### src/rtl/if_id_reg_if.sv
// if_id_reg_if
// Bundle of the fetch-side inputs, pipeline controls and decode-side outputs
// of the IF/ID pipeline register.
//   master : pipeline side (drives if_*, stall, flush; observes id_*)
//   slave  : the IF/ID register itself
// Signals:
//   if_instr[15:0], if_pc_next[15:0], if_valid : fetch results
//   stall, flush                               : hazard / control-transfer controls
//   id_instr[15:0], id_pc_next[15:0]           : registered values for decode
//   id_valid, id_halt                          : registered status for decode
//   stall_cnt[15:0]                            : only when IFID_STALL_CNT_EN is defined
interface if_id_reg_if;
  logic [15:0] if_instr;
  logic [15:0] if_pc_next;
  logic        if_valid;
  logic        stall;
  logic        flush;
  logic [15:0] id_instr;
  logic [15:0] id_pc_next;
  logic        id_valid;
  logic        id_halt;
`ifdef IFID_STALL_CNT_EN
  logic [15:0] stall_cnt;

  modport master (
    output if_instr, if_pc_next, if_valid, stall, flush,
    input  id_instr, id_pc_next, id_valid, id_halt, stall_cnt
  );

  modport slave (
    input  if_instr, if_pc_next, if_valid, stall, flush,
    output id_instr, id_pc_next, id_valid, id_halt, stall_cnt
  );
`else
  modport master (
    output if_instr, if_pc_next, if_valid, stall, flush,
    input  id_instr, id_pc_next, id_valid, id_halt
  );

  modport slave (
    input  if_instr, if_pc_next, if_valid, stall, flush,
    output id_instr, id_pc_next, id_valid, id_halt
  );
`endif
endinterface

### src/rtl/if_id_reg.sv
// if_id_reg
// IF/ID pipeline register of the 16-bit pipelined processor. Captures the
// fetched instruction and next sequential PC each rising edge and presents
// them to decode for a full cycle. Per-edge priority:
//   flush > halt-freeze > stall > load
// Bubbles are always the canonical NOP 16'h0800 so decode never sees a stale
// instruction. A valid HALT (opcode 5'b00000) freezes the stage until flushed.
// Ports:
//   clk : system clock, rising edge
//   rst : asynchronous, active-high reset
//   bus : if_id_reg_if.slave (if_*, stall, flush in; id_* out)
// Optional feature macro: IFID_STALL_CNT_EN adds bus.stall_cnt, a saturating
// count of stall edges taken while a valid, non-halted instruction is held.
module if_id_reg (
  input  logic          clk,
  input  logic          rst,
  if_id_reg_if.slave    bus
);

  localparam logic [15:0] NOP_INSTR = 16'h0800;

  typedef enum logic [1:0] {
    ACT_LOAD,
    ACT_HOLD,
    ACT_FREEZE,
    ACT_FLUSH
  } act_e;

  logic [15:0] instr_q;
  logic [15:0] pc_next_q;
  logic        valid_q;
  logic        halt_q;

  logic [15:0] instr_d;
  logic [15:0] pc_next_d;
  logic        valid_d;
  logic        halt_d;
  logic        in_is_halt;
  act_e        act;

  // HALT is only recognised on a real instruction; an invalid slot with a
  // zero opcode must never freeze the stage.
  assign in_is_halt = bus.if_valid && (bus.if_instr[15:11] == 5'b00000);

  always_comb begin
    if (bus.flush)      act = ACT_FLUSH;
    else if (halt_q)    act = ACT_FREEZE;
    else if (bus.stall) act = ACT_HOLD;
    else                act = ACT_LOAD;
  end

  always_comb begin
    instr_d   = instr_q;
    pc_next_d = pc_next_q;
    valid_d   = valid_q;
    halt_d    = halt_q;
    unique case (act)
      ACT_FLUSH: begin
        // PC is kept: only the instruction is squashed.
        instr_d = NOP_INSTR;
        valid_d = 1'b0;
        halt_d  = 1'b0;
      end
      ACT_LOAD: begin
        instr_d   = bus.if_valid ? bus.if_instr : NOP_INSTR;
        pc_next_d = bus.if_pc_next;
        valid_d   = bus.if_valid;
        halt_d    = in_is_halt;
      end
      ACT_FREEZE, ACT_HOLD: begin
      end
      default: begin
      end
    endcase
  end

  always_ff @(posedge clk or posedge rst) begin
    if (rst) begin
      instr_q   <= NOP_INSTR;
      pc_next_q <= '0;
      valid_q   <= 1'b0;
      halt_q    <= 1'b0;
    end else begin
      instr_q   <= instr_d;
      pc_next_q <= pc_next_d;
      valid_q   <= valid_d;
      halt_q    <= halt_d;
    end
  end

  assign bus.id_instr   = instr_q;
  assign bus.id_pc_next = pc_next_q;
  assign bus.id_valid   = valid_q;
  assign bus.id_halt    = halt_q;

`ifdef IFID_STALL_CNT_EN
  logic [15:0] stall_cnt_q;
  logic        cnt_inc;

  // Counts only genuine hazard stalls of a real instruction; a frozen HALT
  // stage or a flushed edge does not count.
  assign cnt_inc = bus.stall && !bus.flush && !halt_q && valid_q;

  always_ff @(posedge clk or posedge rst) begin
    if (rst) begin
      stall_cnt_q <= '0;
    end else if (cnt_inc && (stall_cnt_q != '1)) begin
      stall_cnt_q <= stall_cnt_q + 16'd1;
    end
  end

  assign bus.stall_cnt = stall_cnt_q;
`endif

endmodule

### src/flat_wrapper.sv
// flat-port wrapper written by rule: the top's interface ports become plain ports
module if_id_reg_flat 
  (clk, rst, bus_if_instr, bus_if_pc_next, bus_if_valid, bus_stall, bus_flush, bus_id_instr, bus_id_pc_next, bus_id_valid, bus_id_halt);
  if_id_reg_if bus_i ();
  input  logic clk;
  input  logic rst;
  input wire logic [$bits(bus_i.if_instr)-1:0] bus_if_instr;
  input wire logic [$bits(bus_i.if_pc_next)-1:0] bus_if_pc_next;
  input wire logic [$bits(bus_i.if_valid)-1:0] bus_if_valid;
  input wire logic [$bits(bus_i.stall)-1:0] bus_stall;
  input wire logic [$bits(bus_i.flush)-1:0] bus_flush;
  output wire logic [$bits(bus_i.id_instr)-1:0] bus_id_instr;
  output wire logic [$bits(bus_i.id_pc_next)-1:0] bus_id_pc_next;
  output wire logic [$bits(bus_i.id_valid)-1:0] bus_id_valid;
  output wire logic [$bits(bus_i.id_halt)-1:0] bus_id_halt;
  assign bus_i.if_instr = bus_if_instr;
  assign bus_i.if_pc_next = bus_if_pc_next;
  assign bus_i.if_valid = bus_if_valid;
  assign bus_i.stall = bus_stall;
  assign bus_i.flush = bus_flush;
  assign bus_id_instr = bus_i.id_instr;
  assign bus_id_pc_next = bus_i.id_pc_next;
  assign bus_id_valid = bus_i.id_valid;
  assign bus_id_halt = bus_i.id_halt;
  if_id_reg u_core (.clk(clk), .rst(rst), .bus(bus_i));
endmodule
### config.mk
export PLATFORM = sky130hd
export DESIGN_NAME = if_id_reg_flat
export DESIGN_NICKNAME = d
export VERILOG_FILES = /design/src/rtl/if_id_reg_if.sv /design/src/rtl/if_id_reg.sv /design/src/flat_wrapper.sv
export SDC_FILE = /design/constraint.sdc
export NUM_CORES = 1
export LEC_CHECK = 0
export CAP_MARGIN = 10
export CELL_PAD_IN_SITES_DETAIL_PLACEMENT = 1
export CELL_PAD_IN_SITES_GLOBAL_PLACEMENT = 2
export CORE_AREA = 2 2 75 84
export CTS_BUF_LIST = sky130_fd_sc_hd__clkbuf_8 sky130_fd_sc_hd__clkbuf_16
export DETAILED_ROUTE_END_ITERATION = 6
export DIE_AREA = 0 0 77 86
export GPL_ROUTABILITY_DRIVEN = 0
export PLACE_DENSITY = 0.75
export SETUP_SLACK_MARGIN = 0.3
export SYNTH_ARGS = -nofsm -noshare
export SYNTH_HDL_FRONTEND = slang
export SYNTH_SLANG_ARGS = --single-unit
### constraint.sdc
create_clock -name clk -period 1.9 [get_ports clk]
set_input_delay 0.285 -clock clk [delete_from_list [all_inputs] [get_ports clk]]
set_output_delay 0.285 -clock clk [all_outputs]
set_load 0.05 [all_outputs]
==> results.sh, run 1 <==
export IMPL_rsz0062_at_grt="false"
export IMPL_multi_input_area_um2=428
export IMPL_place_ws_ps=-15.6
export IMPL_grt_pass1_wl_um=5470
export IMPL_min_period_ps=1540
export IMPL_cp_start_kind="input pin"
export IMPL_synth_distinct_cells=19
export IMPL_clock_latency_ps=280
export IMPL_num_vias=1023
export IMPL_synth_seq_cells=34
export IMPL_core_area_mm2=0.00573
export IMPL_synth_top_family_by_area="multiplexers"
export IMPL_grt_pass1_vias=1122
export IMPL_synth_area_leader_cell="dfrtp_1"
export IMPL_hpwl_um=2540
export IMPL_cts_buffers=5
export IMPL_max_cap_viol_count=0
export IMPL_use_met3_pct=3.58
export IMPL_fin_ws_ps=360
export IMPL_power_density_mw_per_mm2=884
export IMPL_ff_latch_area_um2=853
export IMPL_final_cell_mix="36 x clkdlybuf4s50_1, 33 x dlygate4sd2_1, 32 x dfrtp_1, 16 x a22o_1, 16 x mux2_1"
export IMPL_die_area_mm2=0.00662
export IMPL_htreeDepth=2
export IMPL_antenna_found_initial=0
export IMPL_synthesis_nets=125
export IMPL_ant_nets=0
export IMPL_busiest_layer="met2"
export IMPL_synth_area_top_cells="dfrtp_1 63%, mux2_1 14%, a22o_1 11%"
export IMPL_clockBufferDepth=2
export IMPL_leakage_nw=1.05
export IMPL_detail_route_vias_per_cell=4.28
export IMPL_ios=71
export IMPL_synth_adder_area_share_pct=1.92
export IMPL_worst_path_max_fanout=15
export IMPL_crit_arrival_ps=1700
export IMPL_synth_xor_area_share_pct=0
export IMPL_finalHoldWorstSlack_ps=413
export IMPL_tns_ps=0
export IMPL_ir_drop_v=0.000304
export IMPL_worst_slew_pin_slew_ps=507
export IMPL_critPathKind="input pin to flip-flop"
export IMPL_cp_required_ps=2060
export IMPL_avgRoutedWirePerCell_um=14.0
export IMPL_finalNetCount=200
export IMPL_die_y_um=86
export IMPL_synth_mux_area_share_pct=13.8
export IMPL_first_iter_violations=12
export IMPL_fmax_mhz=649
export IMPL_status="finished clean"
export IMPL_netlist_instances=86
export IMPL_grt_util_met1_pct=11.8
export IMPL_slew_violations=0
export IMPL_final_common_cell="clkdlybuf4s50_1"
export IMPL_setup_viol=0
export IMPL_grt_start_max_net_pins=35
export IMPL_clockRootBuffer="clkbuf_8"
export IMPL_drive_gt1_share_pct=11.1
export IMPL_skew_ps=2.51
export IMPL_cts_tree="yes"
export IMPL_io_buffers=70
export IMPL_rows=29
export IMPL_ys_warnings_count=0
export IMPL_cp_end_kind="flip-flop"
export IMPL_grt_use_met2_pct=17.9
export IMPL_yosys_area_share_simple_pct=3.26
export IMPL_dieWidth_um=77
export IMPL_ys_seq_area_share_pct=65.4
export IMPL_synth_top_area_share_pct=63.3
export IMPL_final_hold_violation_count=0
export IMPL_nFillCells=656
export IMPL_holdCritPathClass="input pin to asynchronous set/reset pin"
export IMPL_synth_compound_area_share_pct=12.2
export IMPL_synth_area_per_cell_um2=15.2
export IMPL_synth_area_mm2=0.00130
export IMPL_clkTransAtPathRegs_ps=70
export IMPL_clkSinkCount=34
export IMPL_areaGrowthSynthToFinish_pct=67.9
export IMPL_final_period_utilization_pct=81.1
export IMPL_drt_pre_antenna_iters=4
export IMPL_overflow=0
export IMPL_diodes=0
export IMPL_wirelength_um=3340
export IMPL_track_usage_pct=10.4
export IMPL_drc=0
export IMPL_max_slew_margin_rel_pct=66.3
export IMPL_start_util_pct=22.7
-- state kept, by name, summed over array words and instances (netlist names) --
signal	flops
u_core.bus.id_halt	1
u_core.bus.id_pc_next	16
u_core.bus.id_valid	1
u_core.bus.id_instr	16
-- path summary, 6_finish.rpt --
kind | startpoint | end | slack (ps) | depth (start not counted)
max in group asynchronous | rst | u_core.bus.id_instr[11] | 1150 | 3
hold / removal | rst | u_core.bus.id_pc_next[14] | 410 | 3
min in group clk | u_core.bus.id_pc_next[3] | u_core.bus.id_pc_next[3] | 480 | 1
setup / recovery | bus_flush | u_core.bus.id_instr[10] | 360 | 6
setup reg to reg | u_core.bus.id_halt | u_core.bus.id_instr[10] | 380 | 6
hold reg to reg | u_core.bus.id_pc_next[3] | u_core.bus.id_pc_next[3] | 480 | 1
-- metrics by stage --
stage / power (mW) / instance area [µm²] / instances / utilization (%)
after CTS: 1.97 / 2180 / 239 / 38.0
after detailed placement: 1.47 / 2120 / 231 / 37.0
after global routing: 2.03 / 2190 / 239 / 38.2
after floorplan: 1.21 / 1330 / 86 / -
final: 1.94 / 2190 / 239 / 38.2
after global placement: 1.46 / 2120 / 231 / 37.0
-- final cells by class --
class	instances	area share, %
clock inverter	2	0.400
multi-input combinational	44	19.6
timing repair buffer	74	32.5
sequential	34	39.0
clock buffer	6	3.77
tap	77	4.40
inverter	2	0.343
-- synthesized netlist by cell type (all sizes together) --
cell type and number:
dfrtp 33, clkbuf 1, and3b 1, a21oi 1, nor4bb 1, a22o 16
ha 2, mux2 16, nand2 2, o21ai 1, buf 5, o31a 1
nor4 1, nor2 1, inv 2, dfstp 1, nand2b 1
-- critical path, cell delays in order --
cell and delay [ps]:
clkdlybuf4s50_1 510, nor2_2 60, ha_1 290, and3b_1 210
buf_12 160, a22o_1 200
-- power by group --
part	internal (mW)	switching (mW)
registers	0.799	0.0311
clock network	0.287	0.249
logic	0.192	0.378
-- logic make-up after synthesis --
kind of cell,after synthesis
muxes,16
adders and majority gates,2
DFF,34
AOI/OAI and AO/OA,19
buffers and inverters,8
and+or+nand+nor,7
-- what timing repair did --
item / in CTS / in global routing
setup endpoints to repair: 34 / 1
resized for setup: 34 / 1
setup buffers: 0 / 0
hold buffers: 0 / 0
-- layer usage --
layer,vias to the layer above,share of wire [%]
met4,0,0.93
met3,4,7.9
met2,45,52
met5,-,0
li1,467,-
met1,507,39
Power figures use the tool's default switching activity.
==> inputs of run 2 (changes only) <==
clock period = 1.6 ns   (was 1.9 ns; I/O delays follow)
==> results.sh, run 2 (synthesized netlist as in run 1, its figures left out) <==
export IMPL_ir_drop_v=0.000320
export IMPL_diodes=0
export IMPL_skew_ps=3.64
export IMPL_die_area_mm2=0.00662
export IMPL_worst_slew_pin_slew_ps=220
export IMPL_rsz0062_at_grt="true"
export IMPL_wirelength_um=3590
export IMPL_overflow=0
export IMPL_nFillCells=624
export IMPL_status="finished clean"
export IMPL_final_cell_mix="37 x buf_4, 34 x clkdlybuf4s50_1, 32 x dfrtp_1, 16 x a22o_1, 16 x mux2_1"
export IMPL_dp_cells=229
export IMPL_setup_viol=0
export IMPL_cp_end_kind="flip-flop"
export IMPL_endpoint="u_core.bus.id_instr[15]"
export IMPL_die_y_um=86
export IMPL_antenna_found_initial=0
export IMPL_rows=29
export IMPL_ios=71
export IMPL_htreeDepth=2
export IMPL_reg2reg_to="u_core.bus.id_instr[15]"
export IMPL_hpwl_um=2560
export IMPL_min_period_ps=1430
export IMPL_detail_route_vias_per_cell=4.14
export IMPL_finalHoldWorstSlack_ps=301
export IMPL_r2r_setup_slack_ps=170
export IMPL_finalNetCount=203
export IMPL_grt_pass1_vias=1139
export IMPL_dieWidth_um=77
export IMPL_design_power_total_mw=2.44
export IMPL_holdCritPathClass="input pin to asynchronous set/reset pin"
export IMPL_avgRoutedWirePerCell_um=14.8
export IMPL_max_slew_margin_rel_pct=85.1
export IMPL_r2r_start="u_core.bus.id_halt"
export IMPL_start_util_pct=22.7
export IMPL_drive_gt1_share_pct=35.2
export IMPL_cp_start_kind="flip-flop"
export IMPL_first_iter_violations=10
export IMPL_clock_latency_ps=280
export IMPL_tns_ps=0
export IMPL_r2r_cells=5
export IMPL_final_period_utilization_pct=89.3
export IMPL_io_buffers=70
export IMPL_core_area_mm2=0.00573
export IMPL_clkSinkCount=34
export IMPL_fin_cells=242
export IMPL_cts_buffers=5
export IMPL_ctsHoldBuffers=0
export IMPL_track_usage_pct=11.8
export IMPL_grt_pass1_wl_um=6020
export IMPL_power_density_mw_per_mm2=1100
export IMPL_final_hold_violation_count=0
export IMPL_worst_path_max_fanout=7
export IMPL_drc=0
export IMPL_clkTransAtPathRegs_ps=70
export IMPL_max_cap_viol_count=0
export IMPL_critPathKind="flip-flop to flip-flop"
export IMPL_ant_nets=0
export IMPL_crit_arrival_ps=1590
export IMPL_crit_start="u_core.bus.id_halt"
export IMPL_slew_violations=0
export IMPL_fmax_mhz=700
export IMPL_cp_required_ps=1760
export IMPL_cts_tree="yes"
export IMPL_clockBufferDepth=2
export IMPL_num_vias=1002
export IMPL_drt_pre_antenna_iters=4
export IMPL_clockRootBuffer="clkbuf_8"
export IMPL_leakage_nw=1.02
export IMPL_final_common_cell="buf_4"
export IMPL_grt_start_max_net_pins=35
export IMPL_areaGrowthSynthToFinish_pct=69.8
## run 2: per-stage QoR
step / utilization [%] / instance area (µm²) / setup WS (ps)
6_report: 38.6 / 2210 / 171
3_3_place_gp: 35.6 / 2040 / -314
5_1_grt: 38.6 / 2210 / 110
4_1_cts: 38.5 / 2210 / 167
2_1_floorplan: - / 1340 / -36.8
3_5_place_dp: 35.6 / 2040 / -378
## run 2: cell type report
| cell class | count | area [µm²] | area share [%] |
|---|---|---|---|
| clock buffers | 8 | 110 | 4.97 |
| flip-flops and latches | 34 | 853 | 38.6 |
| multi-input cells | 45 | 459 | 20.7 |
| well taps | 77 | 96.3 | 4.35 |
| inverters | 2 | 7.51 | 0.339 |
| repair buffers | 76 | 687 | 31.0 |
## run 2: worst max-delay path, stage by stage, from the launching register on
cell and delay, ps:
dfrtp_2 430, inv_2 80, a21oi_4 60, ha_4 280, and3b_2 270, a22o_1 210
## run 2: timing repair
| item | CTS | global route |
|---|---|---|
| gates cloned | 1 | 0 |
| buffers inserted | 4 | 0 |
| setup endpoints to repair | 34 | 34 |
| pin swaps | 6 | 2 |
| resized for setup | 8 | 1 |
## run 2: worst min path at each step
stage / startpoint / to / slack [ps]
after CTS: rst / u_core.bus.id_pc_next[1] / 300
final: rst / u_core.bus.id_pc_next[1] / 300
after global placement: u_core.bus.id_pc_next[3] / u_core.bus.id_pc_next[3] / 470
after detailed placement: u_core.bus.id_pc_next[12] / u_core.bus.id_pc_next[12] / 480
after global routing: rst / u_core.bus.id_pc_next[1] / 310
after floorplan: bus_if_instr[10] / u_core.bus.id_instr[10] / 370
## run 2: power by group
group	total [mW]	internal (mW)	switching (mW)
sequential	0.996	0.950	0.0459
combinational	0.723	0.268	0.454
clock	0.724	0.434	0.290
## run 2: layer usage
layer / wire (µm) / GRT usage [%] / vias up
li1: - / - / 470
met2: 1950 / 21.1 / 40
met4: 31 / 2.44 / 0
met5: 0 / 0 / -
met3: 264 / 4.95 / 5
met1: 1350 / 13.3 / 487
==> inputs of run 3 (changes only) <==
CORE_AREA = 2 2 72 81   (was 2 2 75 84)
DIE_AREA = 0 0 74 83   (was 0 0 77 86)
GPL_ROUTABILITY_DRIVEN = default   (was 0)
PLACE_DENSITY = 0.8   (was 0.75)
clock period = 1.81 ns   (was 1.6 ns; I/O delays follow)
==> results.sh, run 3 (synthesized netlist as in run 1, its figures left out) <==
export IMPL_status="finished clean"
export IMPL_clkTransAtPathRegs_ps=70
export IMPL_wl_met1_um=1310
export IMPL_drive_gt1_share_pct=15.4
export IMPL_fin_ws_ps=306
export IMPL_skew_ps=6.84
export IMPL_holdCritPathClass="input pin to asynchronous set/reset pin"
export IMPL_max_cap_viol_count=0
export IMPL_die_y_um=83
export IMPL_final_hold_violation_count=0
export IMPL_wirelength_um=3380
export IMPL_diodes=0
export IMPL_track_usage_pct=11.6
export IMPL_route_met2_wl_um=1700
export IMPL_grt_pass1_vias=1140
export IMPL_ant_nets=0
export IMPL_io_buffers=70
export IMPL_rsz0062_at_grt="true"
export IMPL_internal_power_mw=1.45
export IMPL_die_area_mm2=0.00614
export IMPL_first_iter_violations=14
export IMPL_place_ws_ps=-204
export IMPL_leakage_nw=1.01
export IMPL_routed_wl_met3_um=353
export IMPL_final_cell_mix="36 x clkdlybuf4s50_1, 32 x dfrtp_1, 23 x dlygate4sd2_1, 16 x a22o_1, 16 x mux2_1"
export IMPL_drt_pre_antenna_iters=3
export IMPL_critPathKind="input pin to flip-flop"
export IMPL_power_switching_uw=716
export IMPL_num_vias=994
export IMPL_ios=71
export IMPL_final_common_cell="clkdlybuf4s50_1"
export IMPL_avgRoutedWirePerCell_um=14.3
export IMPL_max_slew_margin_rel_pct=65.7
export IMPL_overflow=0
export IMPL_clock_latency_ps=280
export IMPL_finalNetCount=200
export IMPL_r2r_start="u_core.bus.id_halt"
export IMPL_min_period_ps=1500
export IMPL_start_util_pct=24.6
export IMPL_antenna_found_initial=0
export IMPL_worst_slew_pin_slew_ps=516
export IMPL_dp_cells=227
export IMPL_finalHoldWorstSlack_ps=378
export IMPL_cp_required_ps=1980
export IMPL_grt_start_max_net_pins=35
export IMPL_slew_violations=0
export IMPL_utilization_pct=41.6
export IMPL_ir_drop_v=0.000377
export IMPL_p_clk_share_pct=32.0
export IMPL_combPwrFrac_pct=27.7
export IMPL_worst_path_max_fanout=15
export IMPL_top_layer_used="met4"
export IMPL_crit_start="bus_flush"
export IMPL_clockRootBuffer="clkbuf_8"
export IMPL_areaGrowthSynthToFinish_pct=68.8
export IMPL_power_density_mw_per_mm2=985
export IMPL_cts_buffers=5
export IMPL_dieWidth_um=74
export IMPL_design_power_total_mw=2.17
export IMPL_fmax_mhz=665
export IMPL_rows=28
export IMPL_grt_pass1_wl_um=5460
export IMPL_cp_end_kind="flip-flop"
export IMPL_clkSinkCount=34
export IMPL_final_period_utilization_pct=83.1
export IMPL_hpwl_um=2550
export IMPL_cp_start_kind="input pin"
export IMPL_p_seq_share_pct=40.3
export IMPL_fin_cells=237
export IMPL_cts_tree="yes"
export IMPL_core_area_mm2=0.00529
export IMPL_crit_arrival_ps=1670
export IMPL_gp_congestion=0.669
export IMPL_p_sw_share_pct=33.0
export IMPL_drc=0
export IMPL_clockBufferDepth=2
export IMPL_htreeDepth=2
export IMPL_detail_route_vias_per_cell=4.19
export IMPL_setup_viol=0
export IMPL_r2r_cells=6
[run 3: cell type report]
class | count | area [µm²]
Tap cell | 75 | 93.8
Multi-Input combinational cell | 44 | 433
Inverter | 2 | 7.51
Clock inverter | 3 | 45.0
Timing Repair Buffer | 74 | 699
Sequential cell | 34 | 853
Clock buffer | 5 | 68.8
Fill cell | 573 | 3090
[run 3: critical path, cell delays in order]
cell and delay, ps:
clkdlybuf4s50_1 510, a21oi_2 70, ha_4 270, and3b_2 220, buf_12 140, a22o_1 190
[run 3: what timing repair did]
item,CTS,global route
setup endpoints to repair,46,19
setup buffers,2,0
gates resized for setup,31,9
pin swaps,1,0
hold buffers,0,0
[run 3: power groups by stage]
stage          Combinational [mW]  Clock [mW]  Sequential [mW]
2_1_floorplan               0.103           0             1.17
3_3_place_gp                0.643           0            0.887
3_5_place_dp                0.655           0            0.892
4_1_cts                     0.607       0.727            0.876
5_1_grt                     0.629       0.764            0.884
6_report                    0.600       0.693            0.874
[run 3: per-stage QoR]
stage	instance area, µm²	setup TNS, ps
after floorplan	1340	0
after global placement	2090	-1490
after detailed placement	2090	-2660
after CTS	2190	0
after global routing	2200	0
final	2200	0
[run 3: worst paths after layout]
path	to	slack, ps
worst max register to register	u_core.bus.id_instr[13]	310
min in group clk	u_core.bus.id_pc_next[13]	480
worst min-delay path	u_core.bus.id_instr[9]	380
worst min register to register	u_core.bus.id_pc_next[13]	480
worst max-delay path	u_core.bus.id_instr[13]	310
max in group asynchronous	u_core.bus.id_instr[11]	1100
[run 3: routing by layer]
metal	global-route usage (%)	up-vias
met5	0	-
met4	3.47	0
met3	5.22	2
met2	19.2	53
met1	13.2	478
li1	-	461
